--- src/rtl/mux_pkg.sv ---
// Shared constants and helpers for the round-robin / fixed-select stream mux.
package mux_pkg;

    // Selection modes presented on the mode input
    localparam logic MODE_FIXED = 1'b0;
    localparam logic MODE_RR    = 1'b1;

    // Index width for n channels; never below one bit so a 1- or 2-channel
    // build still has a usable select/grant index.
    function automatic int clog2Min1(input int n);
        return (n <= 2) ? 1 : $clog2(n);
    endfunction

endpackage

--- src/rtl/rr_arbiter_n.sv ---
// Combinational round-robin arbiter: picks the first requester after ptr,
// wrapping modulo NUM_IN, and reports it as one-hot plus an index.
module rr_arbiter_n
    import mux_pkg::*;
#(
    parameter int NUM_IN = 4,
    parameter int SEL_W  = clog2Min1(NUM_IN)
) (
    input  logic [NUM_IN-1:0] req,
    input  logic [SEL_W-1:0]  ptr,
    output logic [NUM_IN-1:0] gnt,
    output logic [SEL_W-1:0]  gnt_idx,
    output logic              any_gnt
);

    logic [SEL_W-1:0] cand;

    // Walk ptr+1, ptr+2, ... ptr+NUM_IN (the last one is ptr itself) and keep the first hit
    always_comb begin
        gnt     = '0;
        gnt_idx = '0;
        any_gnt = 1'b0;
        cand    = '0;
        for (int off = 1; off <= NUM_IN; off++) begin
            cand = SEL_W'((int'(ptr) + off) % NUM_IN);
            if (!any_gnt && req[cand]) begin
                gnt[cand] = 1'b1;
                gnt_idx   = cand;
                any_gnt   = 1'b1;
            end
        end
    end

endmodule

--- src/rtl/muxn_rr_reg.sv ---
// NUM_IN-to-1 stream mux with valid/ready handshakes, fixed or round-robin
// selection, and a registered output stage (1-cycle latency, full throughput).
module muxn_rr_reg
    import mux_pkg::*;
#(
    parameter int NUM_IN = 4,
    parameter int DATA_W = 8,
    parameter int SEL_W  = clog2Min1(NUM_IN)
) (
    input  logic                     clk,
    input  logic                     rst_n,
    input  logic                     mode,
    input  logic [SEL_W-1:0]         sel,
    input  logic [NUM_IN-1:0]        in_valid,
    input  logic [NUM_IN*DATA_W-1:0] in_data,
    output logic [NUM_IN-1:0]        in_ready,
    output logic                     out_valid,
    output logic [DATA_W-1:0]        out_data,
    output logic [SEL_W-1:0]         out_idx,
    input  logic                     out_ready
);

    logic [SEL_W-1:0]  ptr_q, ptr_d;
    logic              outValid_q, outValid_d;
    logic [DATA_W-1:0] outData_q, outData_d;
    logic [SEL_W-1:0]  outIdx_q, outIdx_d;

    logic              load;
    logic [NUM_IN-1:0] fixedGnt, rrGnt, grant;
    logic [SEL_W-1:0]  rrIdx, grantIdx;
    logic              fixedAny, rrAny, anyGrant;

    rr_arbiter_n #(
        .NUM_IN (NUM_IN),
        .SEL_W  (SEL_W)
    ) uArb (
        .req     (in_valid),
        .ptr     (ptr_q),
        .gnt     (rrGnt),
        .gnt_idx (rrIdx),
        .any_gnt (rrAny)
    );

    // Fixed steering: only the selected channel can win, and an out-of-range select wins nothing
    always_comb begin
        fixedGnt = '0;
        fixedAny = 1'b0;
        if (int'(sel) < NUM_IN) begin
            fixedGnt[sel] = in_valid[sel];
            fixedAny      = in_valid[sel];
        end
    end

    // Pick the active grant source and gate readiness with the output register's ability to load
    always_comb begin
        grant    = (mode == MODE_FIXED) ? fixedGnt : rrGnt;
        grantIdx = (mode == MODE_FIXED) ? sel      : rrIdx;
        anyGrant = (mode == MODE_FIXED) ? fixedAny : rrAny;
        load     = ~outValid_q | out_ready;
        in_ready = (load && rst_n) ? grant : '0;
    end

    // Next state of the output register and the round-robin pointer
    always_comb begin
        outValid_d = outValid_q;
        outData_d  = outData_q;
        outIdx_d   = outIdx_q;
        ptr_d      = ptr_q;
        if (load) begin
            outValid_d = anyGrant;
            if (anyGrant) begin
                outData_d = in_data[int'(grantIdx)*DATA_W +: DATA_W];
                outIdx_d  = grantIdx;
                if (mode == MODE_RR) begin
                    ptr_d = grantIdx;
                end
            end
        end
    end

    // State registers; ptr resets to the last channel so channel 0 is served first
    always_ff @(posedge clk or negedge rst_n) begin
        if (!rst_n) begin
            outValid_q <= 1'b0;
            outData_q  <= '0;
            outIdx_q   <= '0;
            ptr_q      <= SEL_W'(NUM_IN - 1);
        end else begin
            outValid_q <= outValid_d;
            outData_q  <= outData_d;
            outIdx_q   <= outIdx_d;
            ptr_q      <= ptr_d;
        end
    end

    assign out_valid = outValid_q;
    assign out_data  = outData_q;
    assign out_idx   = outIdx_q;

endmodule

--- config.mk ---
export PLATFORM = sky130hd
export DESIGN_NAME = muxn_rr_reg
export DESIGN_NICKNAME = d
export VERILOG_FILES = /design/src/rtl/mux_pkg.sv /design/src/rtl/rr_arbiter_n.sv /design/src/rtl/muxn_rr_reg.sv
export SDC_FILE = /design/constraint.sdc
export NUM_CORES = 1
export LEC_CHECK = 0
export ABC_AREA = 1
export BUFFER_PORTS_ARGS = -buffer_cell sky130_fd_sc_hd__buf_2
export CORE_ASPECT_RATIO = 0.8
export CORE_MARGIN = 2
export CORE_UTILIZATION = 40
export DETAILED_ROUTE_END_ITERATION = 6
export PLACE_DENSITY = 0.67
export SLEW_MARGIN = 20
export SYNTH_ARGS = -nofsm -noshare
export SYNTH_HDL_FRONTEND = slang
export SYNTH_SLANG_ARGS = --single-unit
--- constraint.sdc ---
create_clock -name clk -period 2.7 [get_ports clk]
set_input_delay 0.405 -clock clk [delete_from_list [all_inputs] [get_ports clk]]
set_output_delay 0.405 -clock clk [all_outputs]
set_load 0.005 [all_outputs]
# Word level (Yosys, flattened, before mapping)
# Index checks and enable logic that the tools add are counted.
# totals
reg_bits,13
in_bits,42
out_inout_bits,15
word_cells,75
# op_classes
addsub,4
magnitude_cmp,10
shift,1
mux,36
bitwise_logic,6
n_reduce_logical,14
# op_table
operator,n
$shiftx A32 B6 Y8,1
$mux W4,6
$lt A2 B3 Y1 const B,5
$mux W1,15
$or A4 B4 Y4,3
$bmux W1 S2,5
$demux W1 S2,5
$ge A2 B1 Y1 const B,5
$mux W2,5
$logic_and A1 B1 Y1,9
$add A2 B1 Y2 const B,2
$add A2 B2 Y2 const B,2
$and A4 B4 Y4,1
$logic_not A1 Y1,3
$reduce_and A3 Y1,1
$reduce_and A2 Y1,1
$not A1 Y1,1
$or A1 B1 Y1,1

# Depth between registers and ports, before layout
# Gate-level depths: netlist (run 1).
# depth
ltp_word,15
depth_mapped,18
ltp_nobuf,16

# By module
# Synthesis (run 1) repeated with hierarchy kept, for this count alone.
# hier_totals
cells_unflattened,245
hier_area_um2,1604.0
# by_module_without_submodules
mod,n_inst,cells_each,area_per_inst_um2,seq_area_each_um2
muxn_rr_reg,1,164,1068.5,327.8
rr_arbiter_n,1,81,535.5,0.0

# Worst setup path after synthesis (run 1)
# No wires, ideal clock.
# synth_path
path_kind,flip-flop to output port
from,register ptr_q[0]
to,output in_ready[2]
arrival_time_ps,2089
required_time_ps,2295
setup_slack_ps,206
stages_incl_launch_ff,14
path_buffers,1
path_cell_list,dfstp_2 buf_6 inv_8 ha_1 inv_1 nand2_4 nand2_4 inv_4 nand2_1 nor3_1 inv_1 o21ai_0 nand2_1 a21oi_1
# synth_between
elab_chain_len,15
word_cells_on_any_way,50
classes_between,4 x add/sub; 8 x order compare; 25 x mux; 3 x bitwise; 10 x reduce/logical
# synth_rtl
element,line,source
from (decl),muxn_rr_reg.sv:23,"logic [SEL_W-1:0] ptr_q, ptr_d;"
from (signal assigned),muxn_rr_reg.sv:87,ptr_q <= SEL_W'(NUM_IN - 1);
from (signal assigned),muxn_rr_reg.sv:92,ptr_q <= ptr_d;
branches (longest 12 deep; another with $lt A2 B3 Y1),n/a,
$mux W4 *,rr_arbiter_n.sv:26,if (!any_gnt && req[cand]) begin
$mux W4 *,muxn_rr_reg.sv:56,grant = (mode == MODE_FIXED) ? fixedGnt : rrGnt;
$mux W4 *,muxn_rr_reg.sv:60,in_ready = (load && rst_n) ? grant : '0;
to (decl),muxn_rr_reg.sv:16,"output logic [NUM_IN-1:0] in_ready,"
# Mark *: on every way between the ends. The select of a mux whose other input is x is not followed.

# Worst setup path after layout (run 1)
# layout_path
from,register ptr_q[0]
to,output in_ready[3]
# The elaborated chain is that of the path after synthesis.

==> results.sh, run 1 <==
export IMPL_status="completed"
export IMPL_hold_class="input port to asynchronous set/reset pin"
export IMPL_stdcell_area_sq_um=2060
export IMPL_synthDistinctLibCells=27
export IMPL_grt_pass1_wl_mm=6.47
export IMPL_syn_to_final_growth_pct=33.4
export IMPL_path_clk_slew_ns=0.05
export IMPL_power_density_nw_per_um2=1130
export IMPL_io_pins=57
export IMPL_reg2reg_depth=15
export IMPL_internal_power_mw=1.10
export IMPL_drt_pass1_iter_count=4
export IMPL_r2r_setup_slack_ns=0.30
export IMPL_num_vias=1724
export IMPL_max_slew_margin_pct=68.8
export IMPL_fin_crit_ns=2.62
export IMPL_worstSetupPathType="register to primary output"
export IMPL_syn_nets=311
export IMPL_drive_above_1_share_pct=31.2
export IMPL_cts_tree="yes"
export IMPL_start_util_pct=41.1
export IMPL_die_y_um=59.5
export IMPL_p_sw_mw=1.23
export IMPL_worstSetupStartpointType="register"
export IMPL_dp_hpwl_mm=3.20
export IMPL_wl_per_cell_um=11.2
export IMPL_arrival_ns=2.22
export IMPL_h_tree_depth=1
export IMPL_syn_area_per_cell_sq_um=5.91
export IMPL_insertion_delay_ns=0.24
export IMPL_switching_share_pct=52.8
export IMPL_clock_sinks=13
export IMPL_n_antenna_cell=0
export IMPL_slew_violations=0
export IMPL_place_gp_congestion=0.933
export IMPL_yosys_warnings=0
export IMPL_rsz0062_at_grt="true"
export IMPL_placed_area_sq_um=1870
export IMPL_grt_use_total_pct=18.6
export IMPL_ys_seq_area_share_pct=21.3
export IMPL_antenna_found_initial=0
export IMPL_power_frac_seq_pct=15.3
export IMPL_grt_pass1_vias=1436
export IMPL_fp_dieArea_sq_um=4370
export IMPL_r2r_end="out_data[7]"
export IMPL_fp_row_count=20
export IMPL_drt_iter0_markers=109
export IMPL_netlist_instances=261
export IMPL_io_buffers=56
export IMPL_clockPowerShare_pct=7.4
export IMPL_core_area_sq_um=3750
export IMPL_reg2reg_from="ptr_q[0]"
export IMPL_fmax_mhz=381
export IMPL_drc=0
export IMPL_avgViaCountPerCell=4.65
export IMPL_final_hold_viol_count=0
export IMPL_nets=378
export IMPL_cts_buffers=3
export IMPL_tightest_slew_ns=0.464
export IMPL_min_period_over_period_pct=97.1
export IMPL_clk_path_buf_depth=2
export IMPL_cp_required_ns=2.30
export IMPL_routed_wl_mm=4.15
export IMPL_synth_area_sq_um=1540
export IMPL_comb_power_share_pct=77.3
export IMPL_drv_cap=0
export IMPL_path_max_fanout=6
export IMPL_end_kind="primary output"
export IMPL_ir_drop_v=0.000362
export IMPL_clock_skew_ns=0.00101
export IMPL_finalSetupViolCount=0
export IMPL_cts_root_buf="clkbuf_8"
export IMPL_grt_overflow_total=0
export IMPL_cellLeakagePower_nw=1.24
export IMPL_grt_max_degree=22
export IMPL_die_w_um=73.4
export IMPL_timing_hold_ws_ns=0.0414
export IMPL_ant_nets=0
export IMPL_ys_ff_latch=13
## how the worst max path moves through the flow
stage	startpoint	slack (ns)	depth (start not counted)	endpoint
floorplan	ptr_q[0]	0.21	13	in_ready[2]
global placement	ptr_q[0]	0.15	13	in_ready[0]
detailed placement	ptr_q[0]	0.04	13	in_ready[0]
CTS	ptr_q[0]	0.03	13	in_ready[2]
global route	ptr_q[0]	-0.03	14	in_ready[3]
finish	ptr_q[0]	0.08	14	in_ready[3]
## kinds of logic (layout without fill, tap and decap cells)
family,after synthesis,after routing,synth area share (%)
and+or+nand+nor,162,162,48.9
buffers and inverters,57,123,15.7
AOI/OAI and AO/OA,21,21,7.55
DFF,13,13,21.3
adders and majority gates,8,8,6.49
## cells in the final DEF (no fill, tap or decap), types with 4 or more instances in the layout
| cell | count |
|---|---|
| inv_1 | 46 |
| nand2_4 | 7 |
| buf_4 | 10 |
| o21ai_0 | 5 |
| buf_2 | 56 |
| nand4_1 | 4 |
| ha_1 | 7 |
| nand3_1 | 42 |
| nor2_1 | 9 |
| dfrtp_1 | 11 |
| nand2_2 | 5 |
| a21oi_1 | 5 |
| nand2_1 | 85 |
## critical path, stage by stage (launching register included)
cell and delay [ns]:
dfstp_2 0.59, inv_8 0.05, ha_4 0.31, inv_4 0.05, nand2_4 0.08, nand2_8 0.08, inv_8 0.07, nand2_4 0.04
nor3_4 0.20, buf_4 0.14, a21oi_2 0.05, nand2_1 0.07, nand2_1 0.05, nor2_1 0.08, buf_2 0.11
## cell usage after synthesis
| library cell | count | share of area, % |
|---|---|---|
| a21boi_0 | 1 | 0.49 |
| a21oi_1 | 7 | 2.3 |
| a21oi_2 | 1 | 0.57 |
| and2_1 | 1 | 0.41 |
| buf_4 | 1 | 0.49 |
| buf_6 | 2 | 1.5 |
| clkbuf_1 | 2 | 0.49 |
| dfrtp_1 | 11 | 18 |
| dfstp_2 | 2 | 3.4 |
| ha_1 | 8 | 6.5 |
| inv_1 | 48 | 12 |
| inv_2 | 2 | 0.49 |
| inv_4 | 1 | 0.41 |
| inv_8 | 1 | 0.73 |
| nand2_1 | 87 | 21 |
| nand2_2 | 5 | 2.0 |
| nand2_4 | 6 | 4.4 |
| nand3_1 | 42 | 14 |
| nand3_2 | 2 | 1.3 |
| nand4_1 | 4 | 1.6 |
| nor2_1 | 10 | 2.4 |
| nor3_1 | 1 | 0.32 |
| o211ai_1 | 2 | 0.97 |
| o21ai_0 | 8 | 2.6 |
| o21ai_1 | 2 | 0.65 |
| or2_0 | 3 | 1.2 |
| or2_2 | 1 | 0.41 |
## registers in the layout (all words and copies together) (netlist names)
name and count:
ptr_q 2, out_idx 2, out_valid 1, out_data 8
## per-layer routing
| layer | share of wire (%) | global-route usage [%] | up-vias |
|---|---|---|---|
| met2 | 47 | 28.8 | 51 |
| li1 | - | - | 942 |
| met1 | 48 | 28.5 | 729 |
| met3 | 4.8 | 2.04 | 2 |
| met4 | 0.43 | 2.60 | 0 |
| met5 | 0 | 0 | - |
## power groups by stage
stage / Sequential [mW] / Combinational [mW] / Clock, mW
3_3_place_gp: 0.354 / 1.43 / 0
5_1_grt: 0.366 / 2.00 / 0.186
4_1_cts: 0.356 / 1.49 / 0.172
3_5_place_dp: 0.357 / 1.44 / 0
2_1_floorplan: 0.372 / 1.06 / 0
6_report: 0.358 / 1.80 / 0.172
## metrics by stage
step / worst slack, ns / power, mW / utilization [%] / TNS, ns / cells
floorplan: 0.206 / 1.43 / - / 0 / 261
global placement: 0.152 / 1.79 / 49.8 / 0 / 360
detailed placement: 0.0429 / 1.80 / 49.8 / 0 / 360
CTS: 0.0286 / 2.02 / 51.5 / 0 / 364
global route: -0.0277 / 2.56 / 54.8 / -0.0459 / 371
finish: 0.0772 / 2.33 / 54.8 / 0 / 371
## area by class of cell
cell class / instances / area, sq um
inverter: 52 / 213
fill: 370 / 1700
tap: 44 / 55.1
multi-input combinational: 191 / 1050
sequential: 13 / 328
clock buffer: 4 / 45.0
timing repair buffer: 67 / 367
## what timing repair did
item,4_1_cts,5_1_grt
endpoints found under the setup margin,4,4
hold buffers,0,0
pin swaps,0,8
resized for setup,3,21
setup buffers,0,7
(Power assumes the default switching activity.)
==> inputs of run 2 (changes only) <==
--- a/config.mk
+++ b/config.mk
@@ -7,11 +7,13 @@
 export LEC_CHECK = 0
 export ABC_AREA = 1
 export BUFFER_PORTS_ARGS = -buffer_cell sky130_fd_sc_hd__buf_2
+export CELL_PAD_IN_SITES_DETAIL_PLACEMENT = 0
+export CELL_PAD_IN_SITES_GLOBAL_PLACEMENT = 1
 export CORE_ASPECT_RATIO = 0.8
 export CORE_MARGIN = 2
-export CORE_UTILIZATION = 40
+export CORE_UTILIZATION = 30
 export DETAILED_ROUTE_END_ITERATION = 6
-export PLACE_DENSITY = 0.67
+export PLACE_DENSITY_LB_ADDON = 0.1
 export SLEW_MARGIN = 20
 export SYNTH_ARGS = -nofsm -noshare
 export SYNTH_HDL_FRONTEND = slang
==> constraint.sdc (replaced) <==
create_clock -name clk -period 2.15 [get_ports clk]
set_input_delay 0.3225 -clock clk [delete_from_list [all_inputs] [get_ports clk]]
set_output_delay 0.3225 -clock clk [all_outputs]
set_load 0.005 [all_outputs]
==> results.sh, run 2 (synthesis gave the netlist of run 1 again) <==
export IMPL_die_w_um=84.1
export IMPL_drt_iter0_markers=67
export IMPL_end_kind="primary output"
export IMPL_layout_common_cells="73 x nand2_1, 56 x buf_2, 45 x inv_1"
export IMPL_fmax_mhz=399
export IMPL_arrival_ns=2.18
export IMPL_fill_cells=552
export IMPL_wl_per_cell_um=11.7
export IMPL_power_density_nw_per_um2=1460
export IMPL_n_antenna_cell=0
export IMPL_multi_input_area_sq_um=1180
export IMPL_finalSetupViolCount=14
export IMPL_largest_reg_flops=8
export IMPL_reg2reg_depth=18
export IMPL_start_util_pct=31.0
export IMPL_critPathLaunch="ptr_q[0]"
export IMPL_finalPower_mw=3.53
export IMPL_grt_pass1_vias=1645
export IMPL_placed_area_sq_um=2020
export IMPL_clock_sinks=13
export IMPL_grt_pass1_wl_mm=7.89
export IMPL_place_gp_congestion=0.820
export IMPL_ir_drop_v=0.000540
export IMPL_worstSetupStartpointType="register"
export IMPL_dp_hpwl_mm=3.63
export IMPL_worstSetupPathType="register to primary output"
export IMPL_routed_wl_mm=4.76
export IMPL_path_max_fanout=5
export IMPL_reg2reg_from="ptr_q[0]"
export IMPL_drive_above_1_share_pct=42.2
export IMPL_hold_class="input port to register"
export IMPL_final_hold_viol_count=0
export IMPL_status="complete, but fails checks"
export IMPL_cp_slowest_cell="dfstp_2"
export IMPL_io_pins=57
export IMPL_fin_crit_ns=2.51
export IMPL_clockPowerShare_pct=6.2
export IMPL_r2r_setup_slack_ns=-0.23
export IMPL_violations="setup timing"
export IMPL_cp_required_ns=1.83
export IMPL_clk_path_buf_depth=2
export IMPL_cts_buffers=3
export IMPL_core_area_sq_um=4980
export IMPL_r2r_end="out_data[5]"
export IMPL_path_clk_slew_ns=0.06
export IMPL_cellLeakagePower_nw=1.39
export IMPL_path_depth=13
export IMPL_rsz0062_at_grt="true"
export IMPL_fp_row_count=23
export IMPL_ant_nets=0
export IMPL_hp_start="in_data[8]"
export IMPL_nets=397
export IMPL_clock_skew_ns=0.00398
export IMPL_endpoint="in_ready[0]"
export IMPL_switching_share_pct=49.5
export IMPL_setup_tns_final_ns=-2.87
export IMPL_io_buffers=56
export IMPL_insertion_delay_ns=0.24
export IMPL_avgViaCountPerCell=4.50
export IMPL_final_common_cell="nand2_1"
export IMPL_cts_root_buf="clkbuf_8"
export IMPL_max_stage_delay_ns=0.60
export IMPL_drt_pass1_iter_count=4
export IMPL_fp_dieArea_sq_um=5730
export IMPL_grt_overflow_total=0
export IMPL_path_delay_family="flip-flops"
export IMPL_comb_power_share_pct=80.9
export IMPL_h_tree_depth=1
export IMPL_dp_slack_ns=-0.120
export IMPL_regArea_sq_um=328
export IMPL_slew_violations=0
export IMPL_grt_max_degree=15
export IMPL_p_sw_mw=1.75
export IMPL_cts_tree="yes"
export IMPL_internal_power_mw=1.78
export IMPL_stdcell_area_sq_um=2410
export IMPL_max_slew_margin_pct=77.0
export IMPL_antenna_found_initial=0
export IMPL_num_vias=1837
export IMPL_tightest_slew_ns=0.343
export IMPL_syn_to_final_growth_pct=56.5
export IMPL_crit_buf_inv=4
export IMPL_die_y_um=68.1
export IMPL_power_frac_seq_pct=12.9
export IMPL_min_period_over_period_pct=117
export IMPL_drc=0
export IMPL_drv_cap=0
export IMPL_worstPathCellList="inv_8, ha_4, inv_4, nand2_4, nand2_8, buf_4, nand2_1, o21ai_0, a21oi_1, o21ai_1, o21ai_1, nor2_1, buf_2"
export IMPL_grt_use_total_pct=17.0
export IMPL_path_common_cell="o21ai_1"
export IMPL_fin_ws_ns=-0.355
[run 2: cell count changes in the layout (fill, tap and decap cells not counted), moves of 3 or more]
cell / before / now
nand2_1: 85 / 73
nand3_1: 42 / 32
nand3_2: 1 / 11
nand2_2: 5 / 14
buf_6: 1 / 9
buf_4: 10 / 17
o21ai_0: 5 / 1
nand2_4: 7 / 10
o21ai_1: 3 / 6
[run 2: power groups by stage]
stage / clock (mW) / sequential (mW) / combinational (mW)
3_3_place_gp: 0 / 0.454 / 2.10
2_1_floorplan: 0 / 0.467 / 1.41
3_5_place_dp: 0 / 0.455 / 2.09
4_1_cts: 0.225 / 0.451 / 2.46
5_1_grt: 0.235 / 0.475 / 3.21
6_report: 0.218 / 0.456 / 2.85
[run 2: worst min path at each step]
stage	to	slack, ns	cells past startpoint
2_1_floorplan	out_data[0]	0.03	0
3_3_place_gp	out_data[0]	0.24	1
3_5_place_dp	out_data[0]	0.23	1
4_1_cts	out_data[0]	0.40	5
5_1_grt	out_data[7]	0.42	4
6_report	out_data[0]	0.40	5
[run 2: per-stage QoR]
stage	util, %	instances	hold slack (ns)
after floorplan	-	261	0.0269
after global placement	40.6	392	0.237
after detailed placement	40.6	392	0.234
after CTS	44.5	405	0.399
after global routing	48.5	408	0.420
final	48.5	408	0.402
[run 2: cell type report]
type                       count  area share (%)
clock inverter                 1           0.207
sequential                    13            13.6
tap                           62            3.22
timing repair buffer          85            23.2
clock buffer                   3            1.71
inverter                      52            9.34
multi-input combinational    192            48.8
[run 2: routing by layer]
layer	vias to the layer above	share of wire, %	wire (um)	track usage [%]
met5	-	0	0	0
met2	51	44	2070	26.1
li1	985	-	-	-
met3	2	5.7	273	3.02
met1	799	50	2400	25.9
met4	0	0.34	16	1.21
[run 2: timing repair]
action / in CTS / in global routing
pin swaps: 9 / 23
setup endpoints to repair: 8 / 17
hold buffers: 1 / 0
gates cloned: 1 / 0
gates resized for setup: 18 / 50
endpoints found under the hold margin: 11 / 0
setup buffers: 7 / 4
[run 2: tightest hold or removal path, cell delays in order]
cell,delay [ns]
buf_2,0.08
inv_1,0.03
nand2_1,0.05
nand3_1,0.07
nand3_1,0.06
